--- src/rtl/brc_seq_pkg.sv ---
// Shared definitions for the byte-serial branch comparator: FSM states and
// operand geometry.
package brc_seq_pkg;

   localparam int unsigned NUM_BYTES = 4;
   localparam logic [1:0]  LAST_IDX  = 2'(NUM_BYTES - 1);

   typedef enum logic [1:0] {
      IDLE = 2'd0,
      CMP  = 2'd1,
      DONE = 2'd2
   } state_e;

endpackage

--- src/rtl/compare_8bit.sv ---
// Unsigned 8-bit magnitude comparator.
module compare_8bit (
   input  logic [7:0] a_i,
   input  logic [7:0] b_i,
   output logic       equal_o,
   output logic       alarger_o,
   output logic       blarger_o
);

   always_comb begin
      equal_o   = (a_i == b_i);
      alarger_o = (a_i > b_i);
      blarger_o = (a_i < b_i);
   end

endmodule

--- src/rtl/brc_seq.sv ---
// Byte-serial branch comparator: walks the operands from the most significant
// byte down and stops at the first unequal byte.
module brc_seq
   import brc_seq_pkg::*;
(
   input  logic        clk_i,
   input  logic        rst_ni,
   input  logic        valid_i,
   output logic        ready_o,
   input  logic [31:0] rs1_i,
   input  logic [31:0] rs2_i,
   input  logic        unsigned_i,
   input  logic        flush_i,
   output logic        done_o,
   output logic        br_equal_o,
   output logic        br_less_o
);

   state_e      state_q, state_d;
   logic [1:0]  idx_q, idx_d;
   logic [31:0] rs1_q, rs1_d;
   logic [31:0] rs2_q, rs2_d;
   logic        uns_q, uns_d;
   logic        done_q, done_d;
   logic        eq_q, eq_d;
   logic        less_q, less_d;

   logic [7:0]  byte_a, byte_b;
   logic        byte_eq, byte_blarger;
   logic        sign_flip;

   // Flipping the sign bits of the top byte maps signed order onto unsigned order.
   always_comb begin
      sign_flip = !uns_q && (idx_q == LAST_IDX);
      byte_a    = rs1_q[{idx_q, 3'b000} +: 8] ^ {sign_flip, 7'b0};
      byte_b    = rs2_q[{idx_q, 3'b000} +: 8] ^ {sign_flip, 7'b0};
   end

   compare_8bit u_cmp (
      .a_i       (byte_a),
      .b_i       (byte_b),
      .equal_o   (byte_eq),
      .alarger_o (),
      .blarger_o (byte_blarger)
   );

   always_comb begin
      state_d = state_q;
      idx_d   = idx_q;
      rs1_d   = rs1_q;
      rs2_d   = rs2_q;
      uns_d   = uns_q;
      eq_d    = eq_q;
      less_d  = less_q;
      done_d  = 1'b0;
      unique case (state_q)
         IDLE: begin
            if (valid_i && !flush_i) begin
               rs1_d   = rs1_i;
               rs2_d   = rs2_i;
               uns_d   = unsigned_i;
               idx_d   = LAST_IDX;
               state_d = CMP;
            end
         end
         CMP: begin
            if (flush_i) begin
               state_d = IDLE;
            end else if (!byte_eq) begin
               eq_d    = 1'b0;
               less_d  = byte_blarger;
               state_d = DONE;
            end else if (idx_q == 2'd0) begin
               eq_d    = 1'b1;
               less_d  = 1'b0;
               state_d = DONE;
            end else begin
               idx_d = idx_q - 2'd1;
            end
         end
         DONE: begin
            // The pulse is registered so it leaves DONE one cycle late and a
            // flush in DONE can still cancel it without a combinational path.
            done_d  = !flush_i;
            state_d = IDLE;
         end
         default: state_d = IDLE;
      endcase
   end

   always_ff @(posedge clk_i or negedge rst_ni) begin
      if (!rst_ni) begin
         state_q <= IDLE;
         idx_q   <= LAST_IDX;
         rs1_q   <= '0;
         rs2_q   <= '0;
         uns_q   <= 1'b0;
         done_q  <= 1'b0;
         eq_q    <= 1'b0;
         less_q  <= 1'b0;
      end else begin
         state_q <= state_d;
         idx_q   <= idx_d;
         rs1_q   <= rs1_d;
         rs2_q   <= rs2_d;
         uns_q   <= uns_d;
         done_q  <= done_d;
         eq_q    <= eq_d;
         less_q  <= less_d;
      end
   end

   assign ready_o    = (state_q == IDLE);
   assign done_o     = done_q;
   assign br_equal_o = eq_q;
   assign br_less_o  = less_q;

endmodule
--- config.mk ---
export PLATFORM = sky130hd
export DESIGN_NAME = brc_seq
export DESIGN_NICKNAME = d
export VERILOG_FILES = /design/src/rtl/brc_seq_pkg.sv /design/src/rtl/compare_8bit.sv /design/src/rtl/brc_seq.sv
export SDC_FILE = /design/constraint.sdc
export NUM_CORES = 1
export LEC_CHECK = 0
export CORE_MARGIN = 1.5
export CORE_UTILIZATION = 34
export DETAILED_ROUTE_END_ITERATION = 12
export PLACE_DENSITY = 0.67
export SYNTH_ARGS = -nofsm -noshare
export SYNTH_HDL_FRONTEND = slang
export SYNTH_SLANG_ARGS = --single-unit
--- constraint.sdc ---
create_clock -name clk_i -period 3.8 [get_ports clk_i]
set_input_delay 0.57 -clock clk_i [delete_from_list [all_inputs] [get_ports clk_i]]
set_output_delay 0.57 -clock clk_i [all_outputs]
set_load 0.02 [all_outputs]
Word-level counts from Yosys, hierarchy flattened --
Cells that the tools add are included.
Storage, ports and cells: flip-flop bits (word level) 72, latch bits 0, memory bits (writable) 0, bits in read-only memories 0, input bits 69, word-level logic and storage cells 51, memories 0
Operators by class: $add $sub $neg 1, $mul 0, divide/modulo/power cells 0, magnitude comparators 1, equality and inequality tests 10, shifts and indexed selects 2, muxes and demuxes 15, bitwise operators 3, reduce and logical (&&, ||, !) cells 11
Operator list (count):
- indexed part select 32 x 6 -> 8 bit | 2
- two-way mux 2 bit | 8
- bitwise XOR 8 bit | 2
- == test 8 bit | 1
- < comparator 8 bit | 1
- one-hot mux 2 bit (2 select lines) | 2
- inequality test 2 bit (second input constant) | 3
- two-way mux 1 bit | 5
- AND reduction 5 bit | 1
- == test 2 bit (second input constant) | 2
- zero test 2 bit | 2
- inequality test 2 x 1 -> 1 bit (second input constant) | 2
- inequality test 4 bit (second input constant) | 1
- AND reduction 2 bit | 2
- AND reduction 3 bit | 1
- == test 2 x 1 -> 1 bit (second input constant) | 1
- logical AND 1 bit | 2
- zero test 1 bit | 2
- nonzero test 2 bit | 1
- subtractor 2 x 1 -> 2 bit (second input constant) | 1
- NOT 1 bit | 1

Longest topological paths before layout --
word-level depth 7, gate-level depth with buffers 9, gate-level depth less buffers 8

Cells and area by module --
From an unflattened synthesis, not the netlist that was laid out.
Unflattened totals: cells, all modules 223, area total of the unflattened synthesis 3432.0 um^2
Modules (own cells, without submodules):
- brc_seq | times used 1, cells each 194, area each 3206.8 um^2, seq. area each 1804.2 um^2
- compare_8bit | times used 1, cells each 29, area each 225.2 um^2, seq. area each 0.0 um^2

Worst setup path after synthesis --
No wires, ideal clock.
kind reg2reg, start point reg idx_q[0], end point reg less_q, in the netlist br_less_o, library setup time 0.110 ns, arrival time 2.598 ns, data required time 3.690 ns, setup slack 1.092 ns, stages on the path, launching flop included 9, clock period less this slack 2.708 ns, path through dfstp_2 > buf_2 > buf_2 > mux4_2 > ha_1 > nand4_1 > or2_2 > nand2_1 > o41ai_1
Between the ends: cells in the longest elaborated chain, start to end 6, elaborated cells on any way between the ends 12, classes of those cells 1 x order compare; 3 x eq/ne; 2 x shift; 1 x mux; 2 x bitwise; 3 x reduce/logical
Ends and longest elaborated chain:
- start: declaration | RTL line brc_seq.sv:20 | logic [1:0] idx_q, idx_d;
- start signal: assignment | RTL line brc_seq.sv:103 | idx_q <= idx_d;
- branches (longest 6 deep; another with < comparator 8 bit)
- end signal: assignment | RTL line brc_seq.sv:109 | less_q <= less_d;
- end: declaration | RTL line brc_seq.sv:26 | logic less_q, less_d;
Parallel ways; which one is timed is not known. A chain may end at the register's enable or synchronous reset.

Final worst setup path --
start point reg idx_q[0], end point reg idx_q[1]
Between the ends: cells in the longest elaborated chain, start to end 6, elaborated cells on any way between the ends 16, classes of those cells 1 x add/sub; 4 x eq/ne; 2 x shift; 4 x mux; 2 x bitwise; 3 x reduce/logical
Ends and longest elaborated chain:
- branches (longest 6 deep; another with indexed part select 32 x 6 -> 8 bit)
Parallel ways; which one is timed is not known. The select of a mux whose other input is x is not followed.

==> run summary <==
* **result of the run** completed
* **final instance area** 4370 um^2
* **class of the tightest hold or removal check** primary input to asynchronous set/reset pin
* **critical path, cell by cell** mux4_2, xor2_1, ha_1, nand4_1, nor4_4, nor3_1, a31oi_1
* **synthesized area per cell** 15.5 um^2
* **Synth Register Bits** 72
* **most used cells in the layout excluding fill and tap cells** sky130_fd_sc_hd__clkdlybuf4s50_1 (71), sky130_fd_sc_hd__dfrtp_1 (70), sky130_fd_sc_hd__mux2_2 (65)
* **number of placed I/O pins** 73
* **initial core utilization** 0.347
* **layout overhead on the synthesized area** 30.8%
* **via density per instance** 4.64
* **Chip Width** 102 um
* **total routing usage reported by global routing** 0.136
* **setup skew after layout** 4.45 ps
* **Bufs on Longest Clock Path** 2
* **leakage power total** 0.00181 uW
* **start of the worst register-to-register path** idx_q[0]
* **post_cts resized** 0
* **WP data arrival** 3170 ps
* **first-pass GRT wire length** 10500 um
* **number of max-capacitance violations reported** 0
* **Pre-Repair DR Iteration Count** 4
* **initial antenna violation count** 0
* **total die area** 10400 um^2
* **Setup TNS Final** 0 ps
* **top area cells in the synthesized netlist** sky130_fd_sc_hd__dfrtp_1 (52%), sky130_fd_sc_hd__mux2_2 (22%), sky130_fd_sc_hd__mux4_2 (11%)
* **worst-case headroom to the max-slew limit** 0.402
* **number of placement rows** 36
* **Die Span Y** 102 um
* **DP HPWL** 4530 um
* **worst reg2reg path depth** 7
* **crit path launch type** flop
* **Yosys top cell by area** sky130_fd_sc_hd__dfrtp_1
* **portion of the post-synthesis area used by sequential elements** 0.540
* **insertion delay to the later sink of the worst-skew pair** 340 ps
* **Final period util** 0.764
* **cts hold-fix bufs** 0
* **total grt overflow** 0
* **violation count after the first detailed-routing iteration** 36
* **synthesized instance count** 215
* **final RePlAce weighted congestion** 0.785
* **count of yosys warnings during synthesis** 0
* **cell with the largest stage delay on the worst path** sky130_fd_sc_hd__dfstp_2
* **number of fillers in the final layout** 916
* **combined area of all synthesized cells** 3340 um^2
* **clock slew at the register clock pins of the worst setup and hold paths** 70 ps
* **reg-to-reg critical path endpoint** idx_q[1]
* **share of final-layout standard cells stronger than drive strength 1** 0.357
* **number of nets in the layout** 368
* **DRC Markers** 0
* **wire length reported by the detailed router** 6410 um
* **FF+latch area** 1800 um^2
* **total count of hold-check failures in the final report** 0
* **area used by multi-input combinational logic** 1440 um^2
* **core area** 9640 um^2
* **upper clock frequency limit** 344 MHz
* **worst setup path class** flop to flop
* **net count of the mapped netlist** 294
* **remaining antenna violation count** 0
* **instance area at placement** 4180 um^2
* **reg-to-reg slack, setup** 900 ps
* **maximum number of pins on one net before global-route repair** 73
* **antenna fix cells** 0
* **minimum period implied by the final worst setup slack** 2900 ps
* **CTS root buf** sky130_fd_sc_hd__clkbuf_8
* **number of levels the H-tree was split into** 3
* **maximum fanout along the worst path** 20
* **setup repair after global routing missed its margin** no
* **vias** 1981
* **top-area cell type share of the netlist area** 0.524
* **Max VDD drop** 0.181 mV
* **actual slew at the worst max-slew pin** 897 ps
* **final setup vio count** 0
* **clock sink total** 72
* **count of buffers added by post-CTS timing repair for setup** 0
* **Port Buf Inserts** 72
* **maximum single-stage delay on the critical path** 970 ps
* **Distinct cells, synth** 28
* **CTS tree** yes
* **most frequent standard cell in the layout excluding fill and tap cells** sky130_fd_sc_hd__clkdlybuf4s50_1
* **WP data required** 4060 ps
* **vias in the first global route** 2131
* **Inserted Clock Buffers** 9
* **power density over the cells** 470 nW/um^2
* **final max-slew violation count** 0
* **crit path capture type** flop
* **average wire per cell in the routed design** 15.0 um
[flip-flops by register name (all words and copies together) (netlist names)]
name	flops
uns_q	1
idx_q	2
rs1_q	32
br_equal_o	1
done_o	1
br_less_o	1
state_q	2
rs2_q	32
[metal layers]
layer | up-vias | share of wire | track usage
met5 | - | 0 | 0
met4 | 0 | 0.019 | 0.0632
met3 | 10 | 0.046 | 0.0342
met1 | 989 | 0.44 | 0.170
li1 | 939 | - | -
met2 | 43 | 0.50 | 0.221
[area by class of cell]
type,count,share of cell area
multi-input combinational,123,0.330
inverter,9,0.00773
timing repair buffer,74,0.168
clock inverter,4,0.0103
sequential,72,0.413
clock buffer,12,0.0332
tap,133,0.0381
[metrics by stage]
step                 util  cells  power [uW]  setup WS [ps]  hold WS [ps]
global route        0.454    427        2180            639           424
global placement    0.434    411        1480            942           486
finish              0.454    427        2060            896           362
CTS                 0.454    427        2090            827           377
detailed placement  0.434    411        1500            847           493
floorplan               -    215        1310           1090           274
[synth_stat cells]
cell type / count
sky130_fd_sc_hd__o21ai_0: 2
sky130_fd_sc_hd__nand2b_1: 1
sky130_fd_sc_hd__o211ai_1: 1
sky130_fd_sc_hd__nand4_1: 2
sky130_fd_sc_hd__dfrtp_1: 70
sky130_fd_sc_hd__a21oi_1: 5
sky130_fd_sc_hd__xor2_1: 1
sky130_fd_sc_hd__nor2_1: 3
sky130_fd_sc_hd__nor4b_4: 1
sky130_fd_sc_hd__o41ai_1: 1
sky130_fd_sc_hd__nor3b_1: 1
sky130_fd_sc_hd__nor4_4: 1
sky130_fd_sc_hd__a31oi_1: 1
sky130_fd_sc_hd__dfstp_2: 2
sky130_fd_sc_hd__mux2_2: 65
sky130_fd_sc_hd__buf_4: 3
sky130_fd_sc_hd__mux4_2: 16
sky130_fd_sc_hd__buf_2: 7
sky130_fd_sc_hd__clkbuf_1: 1
sky130_fd_sc_hd__or2_2: 2
sky130_fd_sc_hd__nor2b_1: 3
sky130_fd_sc_hd__xnor2_1: 1
sky130_fd_sc_hd__a211oi_1: 1
sky130_fd_sc_hd__nor3_1: 3
sky130_fd_sc_hd__or3b_4: 1
sky130_fd_sc_hd__nand2_1: 1
sky130_fd_sc_hd__ha_1: 10
sky130_fd_sc_hd__inv_1: 9
[worst max-delay path by stage]
stage / from / end / cells past startpoint
3_5_place_dp: idx_q[0] / idx_q[1] / 7
2_1_floorplan: idx_q[0] / br_less_o / 8
3_3_place_gp: idx_q[0] / idx_q[1] / 7
6_report: idx_q[0] / idx_q[1] / 7
5_1_grt: idx_q[0] / idx_q[1] / 7
4_1_cts: idx_q[0] / idx_q[1] / 7
[worst max-delay path, delay by kind of cell (launching register included)]
family / cells / cell delay [ps]
AOI/OAI and AO/OA: 1 / 190
xor gates and xnor gates: 1 / 150
adders and majority gates: 1 / 290
DFF: 1 / 970
muxes: 1 / 590
and+or+nand+nor: 3 / 620
[cell families after synthesis]
kind of cell,count (synthesis),synth area share
AOI/OAI and AO/OA,11,0.0195
buffers and inverters,20,0.0284
xor gates and xnor gates,2,0.00524
adders and majority gates,10,0.0374
DFF,72,0.540
muxes,81,0.327
and+or+nand+nor,19,0.0430
[power breakdown]
group          internal [uW]  leakage (uW)  total, uW  switching [uW]
registers                920      0.000852       1000            80.1
clock network            318      0.000100        586             268
logic                    304      0.000859        469             165
total                   1540       0.00181       2060             513
(Power assumes the default switching activity.)
